## src/rtl/noc_output_scheduler_pkg.sv

```systemverilog
// -----------------------------------------------------------------------------
// noc_pkg
// Shared definitions for the router output scheduler: the fixed port ordering
// (N, S, E, W, Local), the flit width and type, and a small helper that turns
// a one-hot network grant into a port index.
// -----------------------------------------------------------------------------
package noc_pkg;

  localparam int NUM_PORTS  = 5;
  localparam int FLIT_WIDTH = 32;

  localparam int PORT_N = 0;
  localparam int PORT_S = 1;
  localparam int PORT_E = 2;
  localparam int PORT_W = 3;
  localparam int PORT_L = 4;

  typedef logic [FLIT_WIDTH-1:0] flit_t;

  // One-hot network grant to port index; a zero or malformed vector maps to 0.
  function automatic logic [1:0] onehot4_to_idx(input logic [3:0] oh);
    logic [1:0] idx;
    case (oh)
      4'b0001: idx = 2'd0;
      4'b0010: idx = 2'd1;
      4'b0100: idx = 2'd2;
      4'b1000: idx = 2'd3;
      default: idx = 2'd0;
    endcase
    return idx;
  endfunction

endpackage

```

## src/rtl/noc_output_scheduler_if.sv

```systemverilog
// -----------------------------------------------------------------------------
// noc_output_scheduler_if
// Bundles the VC-side pop interface, the downstream valid/ready link and the
// credit return path of the output scheduler.
//   vc_empty      per-VC empty flags            (to scheduler)
//   vc_data       per-VC head flits, packed     (to scheduler)
//   grant         one-hot pop strobe            (from scheduler)
//   out_packet    registered output flit        (from scheduler)
//   out_valid     output flit valid             (from scheduler)
//   out_ready     downstream accepts flit       (to scheduler)
//   credit_in     downstream freed one slot     (to scheduler)
//   credits_avail current credit count          (from scheduler)
//   credit_err    sticky credit overflow flag   (from scheduler)
// master = scheduler side, slave = environment (VCs + downstream router).
// -----------------------------------------------------------------------------
interface noc_output_scheduler_if #(
  parameter int DATA_WIDTH = 32,
  parameter int CREDITS    = 4
);
  import noc_pkg::*;

  localparam int CW = $clog2(CREDITS + 1);

  logic [NUM_PORTS-1:0]            vc_empty;
  logic [NUM_PORTS*DATA_WIDTH-1:0] vc_data;
  logic [NUM_PORTS-1:0]            grant;
  logic [DATA_WIDTH-1:0]           out_packet;
  logic                            out_valid;
  logic                            out_ready;
  logic                            credit_in;
  logic [CW-1:0]                   credits_avail;
  logic                            credit_err;

  modport master (
    input  vc_empty, vc_data, out_ready, credit_in,
    output grant, out_packet, out_valid, credits_avail, credit_err
  );

  modport slave (
    output vc_empty, vc_data, out_ready, credit_in,
    input  grant, out_packet, out_valid, credits_avail, credit_err
  );

endinterface

```

## src/rtl/noc_output_scheduler_rr_priority_picker.sv

```systemverilog
// -----------------------------------------------------------------------------
// rr_priority_picker
// Combinational 4-input rotating-priority picker. The requester at index ptr
// has highest priority, then ptr+1, ptr+2, ptr+3 (mod 4).
//   req  [3:0]  request vector
//   ptr  [1:0]  highest-priority index
//   gnt  [3:0]  one-hot grant (zero when no request)
//   any         at least one request present
// -----------------------------------------------------------------------------
module rr_priority_picker (
  input  logic [3:0] req,
  input  logic [1:0] ptr,
  output logic [3:0] gnt,
  output logic       any
);

  logic [1:0] idx_s;

  // Walk the four priority slots starting at ptr; the first requester wins.
  always_comb begin
    gnt   = 4'b0000;
    idx_s = 2'd0;
    for (int off = 0; off < 4; off++) begin
      idx_s = ptr + 2'(off);
      if ((gnt == 4'b0000) && req[idx_s]) begin
        gnt[idx_s] = 1'b1;
      end else begin
        gnt = gnt;
      end
    end
    any = |req;
  end

endmodule

```

## src/rtl/noc_output_scheduler.sv

```systemverilog
// -----------------------------------------------------------------------------
// noc_output_scheduler
// Shares one router output link among the N, S, E, W and Local virtual
// channels. At most one non-empty VC is popped per cycle via a one-hot grant;
// the popped flit is registered onto a valid/ready link. Every grant consumes a
// downstream credit, so the neighbour's input buffer cannot overflow. Network
// ports rotate round-robin; Local only wins when the network is idle, except
// that after STARVE_LIMIT lost eligible cycles it is force-granted.
//   clk, rst_n  clock, asynchronous active-low reset
//   bus         noc_output_scheduler_if.master (VC pop, output link, credits)
// -----------------------------------------------------------------------------
module noc_output_scheduler
  import noc_pkg::*;
#(
  parameter int DATA_WIDTH   = FLIT_WIDTH,
  parameter int CREDITS      = 4,
  parameter int STARVE_LIMIT = 8
) (
  input  logic                   clk,
  input  logic                   rst_n,
  noc_output_scheduler_if.master bus
);

  localparam int CW = $clog2(CREDITS + 1);
  localparam int SW = $clog2(STARVE_LIMIT + 1);
  localparam logic [CW-1:0] CREDIT_MAX = CW'(CREDITS);
  localparam logic [SW-1:0] STARVE_MAX = SW'(STARVE_LIMIT);

  logic [NUM_PORTS-1:0]  req_s;
  logic [NUM_PORTS-1:0]  grant_s;
  logic [3:0]            net_gnt_s;
  logic                  net_any_s;
  logic                  slot_free_s;
  logic                  eligible_s;
  logic                  local_grant_s;
  logic                  net_fire_s;
  logic                  any_grant_s;
  logic [DATA_WIDTH-1:0] sel_data_s;

  logic [1:0]            rr_ptr_r;
  logic [SW-1:0]         starve_r;
  logic [CW-1:0]         credits_r;
  logic                  credit_err_r;
  logic                  out_valid_r;
  logic [DATA_WIDTH-1:0] out_packet_r;

  assign req_s = ~bus.vc_empty;

  rr_priority_picker u_picker (
    .req (req_s[3:0]),
    .ptr (rr_ptr_r),
    .gnt (net_gnt_s),
    .any (net_any_s)
  );

  // Grant decision: slot/credit gating, Local vs. network choice, data mux.
  always_comb begin
    grant_s    = {NUM_PORTS{1'b0}};
    sel_data_s = {DATA_WIDTH{1'b0}};
    // The output register can take a new flit if empty or draining this cycle.
    slot_free_s = !out_valid_r || bus.out_ready;
    // rst_n is included so the combinational pop stays quiet during reset.
    eligible_s  = rst_n && slot_free_s && (credits_r != {CW{1'b0}});
    local_grant_s = eligible_s && req_s[PORT_L] &&
                    (!net_any_s || (starve_r == STARVE_MAX));
    net_fire_s  = eligible_s && net_any_s && !local_grant_s;
    if (local_grant_s) begin
      grant_s[PORT_L] = 1'b1;
    end else if (net_fire_s) begin
      grant_s[3:0] = net_gnt_s;
    end else begin
      grant_s = {NUM_PORTS{1'b0}};
    end
    any_grant_s = |grant_s;
    for (int i = 0; i < NUM_PORTS; i++) begin
      if (grant_s[i]) begin
        sel_data_s = bus.vc_data[i*DATA_WIDTH +: DATA_WIDTH];
      end else begin
        sel_data_s = sel_data_s;
      end
    end
  end

  // Round-robin pointer: move just past the served network port; Local grants leave it.
  always_ff @(posedge clk or negedge rst_n) begin
    if (!rst_n) begin
      rr_ptr_r <= 2'd0;
    end else if (net_fire_s) begin
      rr_ptr_r <= onehot4_to_idx(net_gnt_s) + 2'd1;
    end else begin
      rr_ptr_r <= rr_ptr_r;
    end
  end

  // Starvation counter: counts eligible cycles Local loses, saturating at the limit.
  always_ff @(posedge clk or negedge rst_n) begin
    if (!rst_n) begin
      starve_r <= {SW{1'b0}};
    end else if (!req_s[PORT_L] || local_grant_s) begin
      starve_r <= {SW{1'b0}};
    end else if (eligible_s && (starve_r != STARVE_MAX)) begin
      starve_r <= starve_r + {{(SW-1){1'b0}}, 1'b1};
    end else begin
      starve_r <= starve_r;
    end
  end

  // Credit counter: a grant reserves a slot, credit_in returns one; overflow is sticky.
  always_ff @(posedge clk or negedge rst_n) begin
    if (!rst_n) begin
      credits_r    <= CREDIT_MAX;
      credit_err_r <= 1'b0;
    end else begin
      case ({any_grant_s, bus.credit_in})
        2'b10: begin
          credits_r    <= credits_r - {{(CW-1){1'b0}}, 1'b1};
          credit_err_r <= credit_err_r;
        end
        2'b01: begin
          if (credits_r == CREDIT_MAX) begin
            credits_r    <= credits_r;
            credit_err_r <= 1'b1;
          end else begin
            credits_r    <= credits_r + {{(CW-1){1'b0}}, 1'b1};
            credit_err_r <= credit_err_r;
          end
        end
        default: begin
          credits_r    <= credits_r;
          credit_err_r <= credit_err_r;
        end
      endcase
    end
  end

  // Output register: load on grant, clear once accepted, otherwise hold.
  always_ff @(posedge clk or negedge rst_n) begin
    if (!rst_n) begin
      out_valid_r  <= 1'b0;
      out_packet_r <= {DATA_WIDTH{1'b0}};
    end else if (any_grant_s) begin
      out_valid_r  <= 1'b1;
      out_packet_r <= sel_data_s;
    end else if (out_valid_r && bus.out_ready) begin
      out_valid_r  <= 1'b0;
      out_packet_r <= out_packet_r;
    end else begin
      out_valid_r  <= out_valid_r;
      out_packet_r <= out_packet_r;
    end
  end

  assign bus.grant         = grant_s;
  assign bus.out_packet    = out_packet_r;
  assign bus.out_valid     = out_valid_r;
  assign bus.credits_avail = credits_r;
  assign bus.credit_err    = credit_err_r;

endmodule

```

## src/flat_wrapper.sv

```systemverilog
// flat-port wrapper written by rule: the top's interface ports become plain ports
module noc_output_scheduler_flat import noc_pkg::*;
#(
  parameter int DATA_WIDTH   = FLIT_WIDTH,
  parameter int CREDITS      = 4,
  parameter int STARVE_LIMIT = 8
)
  (clk, rst_n, bus_vc_empty, bus_vc_data, bus_out_ready, bus_credit_in, bus_grant, bus_out_packet, bus_out_valid, bus_credits_avail, bus_credit_err);
  noc_output_scheduler_if #(.DATA_WIDTH(DATA_WIDTH), .CREDITS(CREDITS)) bus_i ();
  input  logic clk;
  input  logic rst_n;
  input wire logic [$bits(bus_i.vc_empty)-1:0] bus_vc_empty;
  input wire logic [$bits(bus_i.vc_data)-1:0] bus_vc_data;
  input wire logic [$bits(bus_i.out_ready)-1:0] bus_out_ready;
  input wire logic [$bits(bus_i.credit_in)-1:0] bus_credit_in;
  output wire logic [$bits(bus_i.grant)-1:0] bus_grant;
  output wire logic [$bits(bus_i.out_packet)-1:0] bus_out_packet;
  output wire logic [$bits(bus_i.out_valid)-1:0] bus_out_valid;
  output wire logic [$bits(bus_i.credits_avail)-1:0] bus_credits_avail;
  output wire logic [$bits(bus_i.credit_err)-1:0] bus_credit_err;
  assign bus_i.vc_empty = bus_vc_empty;
  assign bus_i.vc_data = bus_vc_data;
  assign bus_i.out_ready = bus_out_ready;
  assign bus_i.credit_in = bus_credit_in;
  assign bus_grant = bus_i.grant;
  assign bus_out_packet = bus_i.out_packet;
  assign bus_out_valid = bus_i.out_valid;
  assign bus_credits_avail = bus_i.credits_avail;
  assign bus_credit_err = bus_i.credit_err;
  noc_output_scheduler #(.DATA_WIDTH(DATA_WIDTH), .CREDITS(CREDITS), .STARVE_LIMIT(STARVE_LIMIT)) u_core (.clk(clk), .rst_n(rst_n), .bus(bus_i));
endmodule
```

## config.mk

```make
export PLATFORM = sky130hd
export DESIGN_NAME = noc_output_scheduler_flat
export DESIGN_NICKNAME = d
export VERILOG_FILES = /design/src/rtl/noc_output_scheduler_pkg.sv /design/src/rtl/noc_output_scheduler_if.sv /design/src/rtl/noc_output_scheduler_rr_priority_picker.sv /design/src/rtl/noc_output_scheduler.sv /design/src/flat_wrapper.sv
export SDC_FILE = /design/constraint.sdc
export NUM_CORES = 1
export LEC_CHECK = 0
export BUFFER_PORTS_ARGS = -buffer_cell sky130_fd_sc_hd__buf_2
export CELL_PAD_IN_SITES_DETAIL_PLACEMENT = 1
export CELL_PAD_IN_SITES_GLOBAL_PLACEMENT = 2
export CORE_ASPECT_RATIO = 0.9
export CORE_UTILIZATION = 23
export CTS_CLUSTER_DIAMETER = 60
export DETAILED_ROUTE_END_ITERATION = 16
export PLACE_DENSITY_LB_ADDON = 0.1
export SYNTH_ARGS = -nofsm -noshare
export SYNTH_HDL_FRONTEND = slang
export SYNTH_SLANG_ARGS = --single-unit
```

## constraint.sdc

```tcl
create_clock -name clk -period 4.35 [get_ports clk]
set_input_delay 0.2175 -clock clk [delete_from_list [all_inputs] [get_ports clk]]
set_output_delay 0.2175 -clock clk [all_outputs]
set_load 0.01 [all_outputs]
```

==> flow_metrics.env <==
export IMPL_syn_to_final_growth_pct=37.30
export IMPL_hold_viol=0
export IMPL_route_vias_total=3999
export IMPL_syn_avg_cell_area_um2=8.474
export IMPL_finClkSkew_ns=0.006827
export IMPL_rsz0062_at_grt="no"
export IMPL_grtUsageTotal_pct=18.50
export IMPL_rrSetupSlack_ns=0.23
export IMPL_htreeDepth=2
export IMPL_hold_slack_ns=0.05323
export IMPL_stdcell_count=804
export IMPL_postRouteWirelength_um=14360
export IMPL_min_period_ns=4.117
export IMPL_antenna_found_initial=2
export IMPL_pre_cts_slack_ns=0.1380
export IMPL_finalSetupTns_ns=0
export IMPL_irDropWorstVdd_v=0.0002407
export IMPL_clkPwrFrac_pct=12.6
export IMPL_status="finished clean"
export IMPL_p_switching_mw=1.424
export IMPL_cts_buffer_depth=2
export IMPL_grt_pass1_wl_um=22890
export IMPL_endpoint="u_core.bus.credits_avail[2]$_DFFE_PN1P_"
export IMPL_finalSetupViolations=0
export IMPL_ios=211
export IMPL_synth_edff_count=0
export IMPL_yosysWarnings=0
export IMPL_syn_area_mm2=0.003542
export IMPL_ys_ff_latch=43
export IMPL_fin_util_pct=32.70
export IMPL_max_freq_mhz=242.9
export IMPL_cts_tree="done"
export IMPL_worstMarginPinSlew_ns=0.9908
export IMPL_crit_start="u_core.rr_ptr_r[0]$_DFFE_PN0P_"
export IMPL_post_dp_hpwl_um=10420
export IMPL_setup_ws_ns=0.2331
export IMPL_dp_cells=793
export IMPL_power_density_mw_per_mm2=614.1
export IMPL_fp_dieH_um=119.7
export IMPL_multi_input_area_mm2=0.002136
export IMPL_intPower_mw=1.563
export IMPL_cp_data_required_time_ns=4.57
export IMPL_r2r_end="u_core.bus.credits_avail[2]$_DFFE_PN1P_"
export IMPL_cts_sinks=43
export IMPL_path_max_fanout=10
export IMPL_p_leak_nw=2.233
export IMPL_syn_inst=418
export IMPL_end_kind="register"
export IMPL_ys_seq_area_share_pct=30.41
export IMPL_worstSkewPairLatency_ns=0.29
export IMPL_relSlewSlack_pct=33.79
export IMPL_vias_per_cell=4.974
export IMPL_crit_path_start_kind="register"
export IMPL_initial_core_util_pct=23.82
export IMPL_critPathKind="register to register"
export IMPL_regArea_mm2=0.001077
export IMPL_cts_buffers=5
export IMPL_root_buffer="clkbuf_16"
export IMPL_ys_flop_type="dfrtp_1"
export IMPL_cts_hold_buf=0
export IMPL_p_comb_share_pct=62.9
export IMPL_die_area_mm2=0.01590
export IMPL_core_area_mm2=0.01487
export IMPL_r2r_start="u_core.rr_ptr_r[0]$_DFFE_PN0P_"
export IMPL_grt_start_max_net_pins=71
export IMPL_drive_gt1_share_pct=46.10
export IMPL_worstHoldPathType="input pin to asynchronous set/reset pin"
export IMPL_fill_cells=1845
export IMPL_rows=42
export IMPL_die_w_um=132.8
export IMPL_drtPass1Iterations=4
export IMPL_drc=0
export IMPL_drv_slew=0
export IMPL_numPortBuffers=210
export IMPL_synth_distinct_cells=56
export IMPL_async_reset_ff_share_pct=100.0
export IMPL_grt_ovfl_total=0
export IMPL_gp_congestion=0.8178
export IMPL_finalNetCount=778
export IMPL_cts_setup_buffers=0
export IMPL_fin_crit_sh_pct=94.64
export IMPL_clkTransAtPathRegs_ns=0.07
export IMPL_cap_viol_max_count=0
export IMPL_pwr_share_seq_pct=24.6
export IMPL_switching_share_pct=47.66
export IMPL_reg2regPathDepth=15
export IMPL_drt_iter0_markers=142
export IMPL_syn_num_nets=594
export IMPL_crit_arrival_ns=4.33
export IMPL_postRouteAntennaNets=0
export IMPL_grt_pass1_vias=4249
export IMPL_wl_per_cell_um=17.86
==> placed cells by master, fill, tap and decap left out, types with 2 or more instances in the layout <==
master and instances:
buf_2 210, a31oi_1 66, nor2_1 44, dfrtp_1 42, inv_1 39, o211ai_1 33
a22oi_1 32, o21ai_2 30, a21oi_1 9, buf_4 7, ha_1 6, nand2b_1 5
o21ai_0 5, nor2b_1 5, nand2_1 5, clkbuf_16 5, mux4_2 4, diode_2 3
nand3b_1 3, and2_1 3, mux2i_1 3, and3b_1 2, and3_1 2, inv_2 2
nor2_4 2, o21ai_1 2, xor2_1 2, nor3b_1 2, nor3_1 2, clkbuf_1 2
==> worst max-delay path, cell delays in order (launching register included) <==
cell and delay, ns:
dfrtp_1 0.54, inv_1 0.12, ha_1 0.35, mux4_2 0.64, and3b_1 0.23, and3_1 0.18
or2_4 0.25, nor4_2 0.42, o21bai_4 0.09, inv_2 0.08, nand2_1 0.06, fa_1 0.38
and2_1 0.16, nor2b_1 0.13, mux2_4 0.27, mux2i_1 0.15
==> worst min-delay path by stage <==
stage                     startpoint                                end  slack (ns)  depth (start not counted)
after detailed placement       rst_n     u_core.starve_r[3]$_DFFE_PN0P_        0.40                          2
after global routing           rst_n   u_core.bus.out_valid$_DFFE_PN0P_        0.11                          2
final                          rst_n  u_core.bus.credit_err$_DFFE_PN0P_        0.05                          2
after global placement         rst_n     u_core.starve_r[3]$_DFFE_PN0P_        0.39                          2
after floorplan                rst_n  u_core.bus.credit_err$_DFFE_PN0P_       -0.08                          0
after CTS                      rst_n  u_core.bus.credit_err$_DFFE_PN0P_        0.08                          2
==> cell families after synthesis <==
group	after synthesis	share of synthesized area, %
fa+ha+maj	7	2.685
simple gates	87	12.75
compound gates	189	39.14
xor+xnor	3	0.7419
flops	43	30.41
buf+inv	81	10.46
mux	8	3.815
==> power by group through the flow <==
stage	Sequential (mW)	Combinational (mW)	Clock (mW)
after detailed placement	0.743	1.90	0
final	0.734	1.88	0.375
after global placement	0.733	1.86	0
after floorplan	0.808	1.23	0
after CTS	0.737	1.91	0.396
after global routing	0.771	2.11	0.403
==> per-layer routing <==
layer	vias to the layer above	wire, µm	part of all wire (%)	global-route usage (%)
met5	-	0	0	0
met4	0	385	2.7	7.687
met3	22	954	6.6	4.478
met2	138	6842	48	30.76
met1	1907	6173	43	22.83
li1	1932	-	-	-
==> cells in the mapped netlist, types with 2 or more instances <==
master,count,share of area (%)
buf_6,6,1.9
nand2b_1,5,0.88
and2_1,4,0.71
nor2_1,45,4.8
dfrtp_1,42,30
inv_1,39,4.1
o21ai_0,5,0.71
nor2b_1,6,1.1
mux2i_1,3,0.85
inv_2,2,0.21
a22oi_1,32,6.8
o21ai_1,2,0.28
nor3b_1,2,0.42
nand3b_1,3,0.64
and3b_1,2,0.49
ha_1,6,2.1
mux4_2,4,2.5
clkbuf_1,20,2.1
and3_1,2,0.35
xor2_1,2,0.49
o21ai_2,30,7.4
a31oi_1,66,12
a21oi_1,9,1.3
buf_2,11,1.6
nand2_1,5,0.53
o211ai_1,33,7.0
nor3_1,2,0.28
buf_4,2,0.42
==> stage by stage <==
step                area (µm²)  power [mW]
floorplan                 3542       2.043
global placement          4712       2.596
detailed placement        4712       2.645
CTS                       4850       3.043
global route              4861       3.282
finish                    4863       2.987
==> area by class of cell <==
type | instances | area share, %
flip-flops and latches | 43 | 22.15
clock buffers | 7 | 2.727
repair buffers | 217 | 22.69
well taps | 198 | 5.094
inverters | 41 | 3.164
diodes | 3 | 0.1544
clock inverters | 1 | 0.1029
multi-input cells | 294 | 43.92
==> registers in the layout, summed over array words and instances, names as in the netlist <==
signal	cells
u_core.bus.out_valid	1
u_core.rr_ptr_r	2
u_core.bus.credit_err	1
u_core.bus.credits_avail	3
u_core.starve_r	4
u_core.bus.out_packet	32
==> repair_timing <==
| action | in CTS | in global routing |
|---|---|---|
| endpoints found under the setup margin | 0 | 1 |
| endpoints found under the hold margin | 0 | 0 |
| resized for setup | 0 | 1 |
Power figures use the tool's default switching activity.
